<file path="src/rtl/order_entry_manager.sv">
// Order entry front end. Assigns ClOrdIDs, runs pre-trade risk checks, rate-limits with a
// token bucket and issues accepted orders to the FIX encoder and the matcher.
module order_entry_manager #(
  parameter int unsigned MAX_OUTSTANDING = 16,
  parameter int unsigned TOKEN_MAX       = 8,
  parameter int unsigned REFILL_CYCLES   = 100,
  parameter int unsigned MAX_QTY         = 10000,
  parameter logic [31:0] PRICE_MIN       = 32'd1,
  parameter logic [31:0] PRICE_MAX       = 32'h00FF_FFFF,
  parameter logic [63:0] CLORDID_BASE    = 64'h1
) (
  input  logic        clk,
  input  logic        rstn,
  input  logic        req_valid,
  output logic        req_ready,
  input  logic [31:0] req_qty,
  input  logic [31:0] req_price,
  input  logic        kill_switch,
  input  logic        tx_ready,
  input  logic        order_complete,
  output logic        order_sent_valid,
  output logic [63:0] sent_clordid,
  output logic [31:0] sent_qty,
  output logic [31:0] sent_price,
  output logic        reject_valid,
  output logic [2:0]  reject_code,
  output logic [7:0]  outstanding_count,
  output logic [7:0]  tokens,
  output logic [31:0] sent_count,
  output logic [31:0] reject_count
);

  localparam int unsigned QTY_W    = 32;
  localparam int unsigned PRICE_W  = 32;
  localparam int unsigned ID_W     = 64;
  localparam int unsigned CNT_W    = 8;
  localparam int unsigned STAT_W   = 32;
  localparam int unsigned CODE_W   = 3;
  localparam int unsigned REFILL_W = (REFILL_CYCLES > 1) ? $clog2(REFILL_CYCLES) : 1;

  localparam logic [CODE_W-1:0] RC_KILL   = CODE_W'(1);
  localparam logic [CODE_W-1:0] RC_QTY    = CODE_W'(2);
  localparam logic [CODE_W-1:0] RC_PRICE  = CODE_W'(3);
  localparam logic [CODE_W-1:0] RC_FULL   = CODE_W'(4);
  localparam logic [CODE_W-1:0] RC_NO_TOK = CODE_W'(5);

  typedef enum logic [1:0] {
    IDLE,
    CHECK,
    WAIT_TX
  } state_t;

  state_t               state_q;
  state_t               state_d;
  logic [QTY_W-1:0]     qty_q;
  logic [PRICE_W-1:0]   price_q;
  logic [ID_W-1:0]      next_id_q;
  logic [REFILL_W-1:0]  refill_q;
  logic                 accept_c;
  logic                 send_fire_c;
  logic                 rej_fire_c;
  logic [CODE_W-1:0]    rej_code_c;
  logic                 refill_wrap_c;

  assign req_ready     = (state_q == IDLE);
  assign refill_wrap_c = (refill_q == REFILL_W'(REFILL_CYCLES - 1));

  // State register
  always_ff @(posedge clk or negedge rstn) begin
    if (!rstn) state_q <= IDLE;
    else       state_q <= state_d;
  end

  // Next state and one-cycle decision strobes; risk checks in priority order
  always_comb begin
    state_d     = state_q;
    accept_c    = 1'b0;
    send_fire_c = 1'b0;
    rej_code_c  = '0;
    rej_fire_c  = 1'b0;
    case (state_q)
      IDLE: begin
        if (req_valid) begin
          accept_c = 1'b1;
          state_d  = CHECK;
        end
      end
      CHECK: begin
        if (kill_switch)                                     rej_code_c = RC_KILL;
        else if (qty_q == '0 || qty_q > QTY_W'(MAX_QTY))     rej_code_c = RC_QTY;
        else if (price_q < PRICE_MIN || price_q > PRICE_MAX) rej_code_c = RC_PRICE;
        else if (outstanding_count >= CNT_W'(MAX_OUTSTANDING)) rej_code_c = RC_FULL;
        else if (tokens == '0)                               rej_code_c = RC_NO_TOK;
        rej_fire_c = (rej_code_c != '0);
        state_d    = rej_fire_c ? IDLE : WAIT_TX;
      end
      WAIT_TX: begin
        if (kill_switch) begin
          rej_fire_c = 1'b1;
          rej_code_c = RC_KILL;
          state_d    = IDLE;
        end else if (tx_ready) begin
          send_fire_c = 1'b1;
          state_d     = IDLE;
        end
      end
      default: state_d = IDLE;
    endcase
  end

  // Request latch, issue/reject pulses and statistics
  always_ff @(posedge clk or negedge rstn) begin
    if (!rstn) begin
      qty_q            <= '0;
      price_q          <= '0;
      next_id_q        <= CLORDID_BASE;
      order_sent_valid <= 1'b0;
      sent_clordid     <= '0;
      sent_qty         <= '0;
      sent_price       <= '0;
      reject_valid     <= 1'b0;
      reject_code      <= '0;
      sent_count       <= '0;
      reject_count     <= '0;
    end else begin
      order_sent_valid <= send_fire_c;
      reject_valid     <= rej_fire_c;
      if (accept_c) begin
        qty_q   <= req_qty;
        price_q <= req_price;
      end
      if (send_fire_c) begin
        sent_clordid <= next_id_q;
        sent_qty     <= qty_q;
        sent_price   <= price_q;
        next_id_q    <= next_id_q + ID_W'(1);
        sent_count   <= sent_count + STAT_W'(1);
      end
      if (rej_fire_c) begin
        reject_code  <= rej_code_c;
        reject_count <= reject_count + STAT_W'(1);
      end
    end
  end

  // Token bucket: free-running refill counter, a send and a refill in one cycle cancel
  always_ff @(posedge clk or negedge rstn) begin
    if (!rstn) begin
      refill_q <= '0;
      tokens   <= CNT_W'(TOKEN_MAX);
    end else begin
      refill_q <= refill_wrap_c ? '0 : refill_q + REFILL_W'(1);
      if (send_fire_c && !refill_wrap_c)
        tokens <= tokens - CNT_W'(1);
      else if (refill_wrap_c && !send_fire_c && tokens < CNT_W'(TOKEN_MAX))
        tokens <= tokens + CNT_W'(1);
    end
  end

  // Live-order count; a retire at zero is ignored
  always_ff @(posedge clk or negedge rstn) begin
    if (!rstn) begin
      outstanding_count <= '0;
    end else if (send_fire_c && !order_complete) begin
      outstanding_count <= outstanding_count + CNT_W'(1);
    end else if (order_complete && !send_fire_c && outstanding_count != '0) begin
      outstanding_count <= outstanding_count - CNT_W'(1);
    end
  end

endmodule

</file>
<file path="config.mk">
export PLATFORM = sky130hd
export DESIGN_NAME = order_entry_manager
export DESIGN_NICKNAME = d
export VERILOG_FILES = /design/src/rtl/order_entry_manager.sv
export SDC_FILE = /design/constraint.sdc
export NUM_CORES = 1
export LEC_CHECK = 0
export ABC_AREA = 1
export CORE_MARGIN = 2
export CORE_UTILIZATION = 48
export CTS_CLUSTER_DIAMETER = 50
export CTS_CLUSTER_SIZE = 24
export DETAILED_ROUTE_END_ITERATION = 16
export MAX_ROUTING_LAYER = met4
export PLACE_DENSITY_LB_ADDON = 0.15
export SYNTH_ARGS = -nofsm -noshare
export SYNTH_HDL_FRONTEND = slang
export SYNTH_SLANG_ARGS = --single-unit
</file>
<file path="constraint.sdc">
create_clock -name clk -period 2.9 [get_ports clk]
set_input_delay 0.435 -clock clk [delete_from_list [all_inputs] [get_ports clk]]
set_output_delay 0.435 -clock clk [all_outputs]
set_load 0.02 [all_outputs]
</file>
Yosys cells after proc, flatten, opt, wreduce, memory -nomap -nowiden
Index checks and enable logic that the tools add are counted.

Word-level logic and storage cells: 77. Register bits after elaboration: 350. Output and inout port bits: 214.

Equality and inequality tests: 5. Reduce and logical (&&, ||, !) cells: 19. Order comparisons: 5. Add/sub/neg operators: 8. Muxes and demuxes: 25.

Operators with widths (count): 32-bit by 1-bit adder with 32-bit output, second input constant (2); 64-bit by 1-bit adder with 64-bit output, second input constant (1); 32-bit by 14-bit greater-than comparator with 1-bit output, second input constant (1); 32-bit by 24-bit greater-than comparator with 1-bit output, second input constant (1); 32-bit zero test (1); 32-bit by 1-bit < comparator with 1-bit output, second input constant (1); 8-bit two-way mux (4); 3-bit two-way mux (6); 8-bit by 1-bit adder with 8-bit output, second input constant (2); 8-bit by 1-bit subtractor with 8-bit output, second input constant (2); 8-bit by 5-bit greater-or-equal comparator with 1-bit output, second input constant (1); 8-bit zero test (1); 8-bit by 4-bit < comparator with 1-bit output, second input constant (1); 2-bit two-way mux (4); 8-bit nonzero test (1); 7-bit by 1-bit adder with 7-bit output, second input constant (1); 7-bit == test, second input constant (1); 1-bit two-way mux (7); 7-bit two-way mux (1); 1-bit logical AND (6); 2-bit case mux with 3 select lines (1); 3-bit case mux with 2 select lines (1); 2-bit nonzero test (2); 1-bit zero test (3); other kinds (9) (10).

Longest topological paths before layout
Depth in word-level cells: 10. Depth in mapped cells: 14. Gate-level depth less buffers: 14.

Worst setup path before layout
OpenSTA, ideal clock, no wires.

Path kind: register to register. Start: register state_q[0]. End: register tokens[6]. Arrival time: 2589 ps. Cell stages (with the launch flop): 14. Buffers on the path: 1. Path slack: 233 ps. Clock period less this slack: 2667 ps. Setup time: 77 ps. Cells stage by stage: dfrtp_1 -> inv_1 -> ha_1 -> nand3_4 -> buf_2 -> nor2_1 -> inv_1 -> fa_1 -> o21ai_0 -> a21oi_1 -> nor2_1 -> nor2_1 -> xor2_1 -> a21oi_1.

Longest elaborated chain between the ends: 6. Elaborated cells on any way between the ends: 8.

Ends and longest elaborated chain: from (decl) (line 53) `state_t state_q;`; from (signal assigned) (line 71) `else state_q <= state_d;`; 2-bit == test (*) (line 81) `case (state_q)`; 1-bit two-way mux (*) (line 81); 1-bit zero test (line 155) `else if (refill_wrap_c && !send_fire_c && tokens < CNT_W'(TOKEN_MAX))`; 1-bit logical AND (2 in a row) (line 155); 2-bit nonzero test (no line); to (signal assigned) (line 150) `tokens <= CNT_W'(TOKEN_MAX);`; to (signal assigned) (line 154) `tokens <= tokens - CNT_W'(1);`; to (signal assigned) (line 156) `tokens <= tokens + CNT_W'(1);`; to (decl) (line 28) `output logic [7:0] tokens,`.

Mark *: on every way between the ends. The rest lies on a longest branch, timed or not. A chain may end at the register's enable or synchronous reset.

Final worst setup path
Start: register state_q[0]. End: register outstanding_count[5].

Longest elaborated chain between the ends: 6. Elaborated cells on any way between the ends: 8.

Ends and longest elaborated chain: 2-bit == test (*) (line 81); 1-bit two-way mux (*) (line 81); 1-bit zero test (line 166) `end else if (order_complete && !send_fire_c && outstanding_count != '0) begin`; 1-bit logical AND (2 in a row) (line 166); 2-bit nonzero test (no line); to (signal assigned) (line 165) `outstanding_count <= outstanding_count + CNT_W'(1);`; to (signal assigned) (line 167) `outstanding_count <= outstanding_count - CNT_W'(1);`; to (decl) (line 27) `output logic [7:0] outstanding_count,`.

Marks and branches as above.

==> key figures <==
Timing
  – Slew HR: 52.6%
  – Max-slew violations: 0
  – Fin crit period: 2.57 ns
  – Slew @ Worst Pin: a little over 0.7 ns
  – Hold Fails Final Rpt: 0
  – RSZ-0062 raised after global routing: no
  – Tcrit/Tclk final: 88.7%
  – Setup Skew: ~0.018 ns
  – Final setup vio count: 0
  – Setup TNS: 0 ns
  – Fmax: 389 MHz

Power and ir drop
  – Pint: around 8.5 mW
  – Clock power share: 41.0%
  – P_leak: approximately 10 nW
  – Tot Pwr: between 10 and 15 mW
  – Sw frac: 27.8%
  – Switching Power: ~3.3 mW
  – Power share of the sequential group: 45.9%
  – Logic pwr share: 13.1%
  – Pwr dens: 552 mW/mm^2
  – Worst VDD drop: 0.000392 V

Global routing
  – Grt total ovfl: 0
  – Vias in the first global route: about 14000
  – Pin count of the biggest net entering global routing: 77
  – Global-route wire length before repair: ~70000 um
  – Initial antenna violation count: 0
  – Aggregate global-route resource usage: 25.4%

Logic synthesis
  – Ys async rst share: 100%
  – Post-synth EDFFs: 0
  – Synthesized cell area: 0.0165 sq mm
  – Distinct cells, synth: 46
  – Post-Synthesis Cells: 1933
  – Synth area leaders: dfrtp_1 (53%), nand2_1 (11%), xor2_1 (5.4%)
  – #FFs+latches synth: 350
  – YS warnings: 0
  – Area share of the largest cell type after synthesis: 52.8%
  – Sequential share of the synthesized area: 53.1%
  – Yosys top cell by area: dfrtp_1
  – Main flop type after synthesis: dfrtp_1
  – Post-Synthesis Net Count: 2024
  – Synth top cells by count: nand2_1 (499), dfrtp_1 (348), nor2_1 (214)
  – Syn avg cell area: 8.53 sq um
  – Top-count cell post-synth: nand2_1

Layout
  – Post-layout util: 63.1%
  – Fin area: 0.0213 sq mm
  – Synthesis-to-finish area growth: 29.0%
  – Fraction of layout cells with a size suffix above 1: 6.81%
  – Nets: 2327
  – # diodes: 0

Floorplanning
  – Standard-cell rows: 67
  – Die area: 0.0358 sq mm
  – Die Wd: 189 um
  – Chip height: between 150 and 200 um
  – Ports: between 200 and 300
  – Initial core utilization: 48.9%
  – Core area: 0.0337 sq mm

CTS
  – Clk root buf: clkbuf_16
  – Clk Latency, worst-skew pair: 0.52 ns
  – Number of CTS-inserted buffers: 36
  – Clk buf depth: 3
  – Htree depth: 2
  – # resized after CTS: 0
  – Clk sinks: 350
  – CTS tree: yes
  – Clock-pin slew on the worst setup and hold paths: 0.07 ns

Job
  – Max_cap viols: 0

Worst setup path
  – Crit Reg-Reg Endpoint: outstanding_count[5]
  – CP max FO: 8
  – CP Data Arrival Time: 3.00 ns
  – Startpoint types: register
  – Required @ worst endpoint: 3.33 ns
  – Setup CP Type: register to register
  – FF-to-FF path depth: 14
  – Nature of the critical path endpoint: register
  – Flop2flop setup slack: 0.33 ns
  – RR Startpoint: state_q[0]

Min path
  – Hold Path Sink: refill_q[0]
  – WHS Path Cells: 1
  – Worst hold start: refill_q[0]
  – Tightest Hold Check Type: register to register

Placement
  – Final GP Congestion: roughly 0.92
  – Final HPWL DP: 32900 um
  – Placed inst area: 0.0200 sq mm
  – Port-buffer cells: about 280

Route
  – Antenna viol nets, final: 0
  – DR DRC count: 0
  – DR WL/cell: 16.1 um
  – WL final: about 44000 um
  – Vias/cell: between 5 and 6
  – Initial DRT Pass Iterations: 5
  – Initial DRC Count: 1039
  – Vias: around 14000

Status
  – Status: complete, no violations
==> worst max-delay path by stage <==
stage | startpoint | end
after global routing | refill_q[5] | tokens[7]
final | state_q[0] | outstanding_count[5]
after CTS | state_q[0] | outstanding_count[5]
after global placement | kill_switch | outstanding_count[5]
after detailed placement | kill_switch | outstanding_count[5]
after floorplan | state_q[0] | tokens[6]
==> cells in the final DEF, fill, tap and decap left out, types with 3 or more instances in the layout <==
cell type	instances
nand3_2	4
inv_8	5
and2_1	3
xnor2_1	27
xor2_1	101
clkbuf_16	37
inv_2	4
nand3_1	100
buf_4	29
nor3b_1	3
clkinv_2	3
mux2_2	5
ha_1	19
inv_1	195
clkinv_8	3
nor2_1	213
nor3_2	5
nand2_4	3
clkinv_4	4
nand4_1	30
nand2_2	3
clkdlybuf4s50_1	282
buf_12	7
nor3_1	62
dfrtp_1	348
clkbuf_8	3
a21oi_1	77
nor4_1	5
nand2_1	498
o21ai_0	131
nor2_2	9
nor2_4	8
==> cells by family (layout without fill, tap and decap cells) <==
family,count (synthesis),count (layout),synth area share (%)
AND/OR/NAND/NOR,961,961,25.4
flip-flops,350,350,53.1
buffers and inverters,254,582,6.02
AO/OA/AOI/OAI,214,214,6.61
XOR/XNOR,128,128,6.80
adder cells (fa/ha/maj),21,21,1.69
multiplexers,5,5,0.342
==> metal layers <==
| metal | part of all wire [%] | global-route usage, % | vias to the layer above |
|---|---|---|---|
| met2 | 46 | 39.5 | 388 |
| li1 | - | - | 6753 |
| met1 | 46 | 34.7 | 6595 |
| met4 | 2.7 | 7.36 | 0 |
| met5 | 0 | - | - |
| met3 | 5.2 | 3.82 | 73 |
==> cell type report <==
type / instances / area, sq um
repair buffers: 320 / 3210
clock inverters: 22 / 273
clock buffers: 41 / 971
fillers: 2948 / 12400
inverters: 199 / 747
well taps: 448 / 561
multi-input cells: 1329 / 6740
flip-flops and latches: 350 / 8760
==> power groups by stage <==
stage	clock network [mW]	registers (mW)	logic, mW
after floorplan	0	5.54	0.757
after global placement	0	5.47	1.50
after global routing	5.12	5.43	1.73
after CTS	4.92	5.39	1.55
final	4.82	5.39	1.53
after detailed placement	0	5.49	1.54
==> per-stage QoR <==
| stage | worst slack, ns | hold WS, ns | std cells |
|---|---|---|---|
| 6_report | 0.328 | 0.459 | 2709 |
| 5_1_grt | 0.130 | 0.466 | 2709 |
| 4_1_cts | 0.344 | 0.460 | 2709 |
| 3_5_place_dp | 0.0804 | 0.442 | 2645 |
| 3_3_place_gp | 0.123 | 0.440 | 2645 |
| 2_1_floorplan | 0.233 | 0.139 | 1933 |
==> sequential cells by signal (all words and copies together), names as in the netlist, 8 cells and up <==
register           count
sent_count            32
outstanding_count      8
qty_q                 32
next_id_q             64
sent_qty              32
reject_count          32
tokens                 8
sent_price            32
sent_clordid          64
price_q               32
==> critical path, stage by stage (launching register included) <==
cell     delay (ns)
dfrtp_1        0.38
inv_1          0.10
ha_1           0.25
nand3_4        0.13
or2_2          0.39
ha_1           0.36
a21oi_1        0.16
nand2_1        0.10
nand2_1        0.07
inv_1          0.05
o21ai_0        0.14
nand2_1        0.10
nand2_1        0.07
nand2_1        0.04
o21ai_0        0.15
==> repair_timing <==
| action | 4_1_cts | 5_1_grt |
|---|---|---|
| hold endpoints to repair | 59 | 0 |
| setup buffers | 0 | 0 |
| hold buffers | 1 | 0 |
| endpoints found under the setup margin | 0 | 0 |
Power figures use the tool's default switching activity.
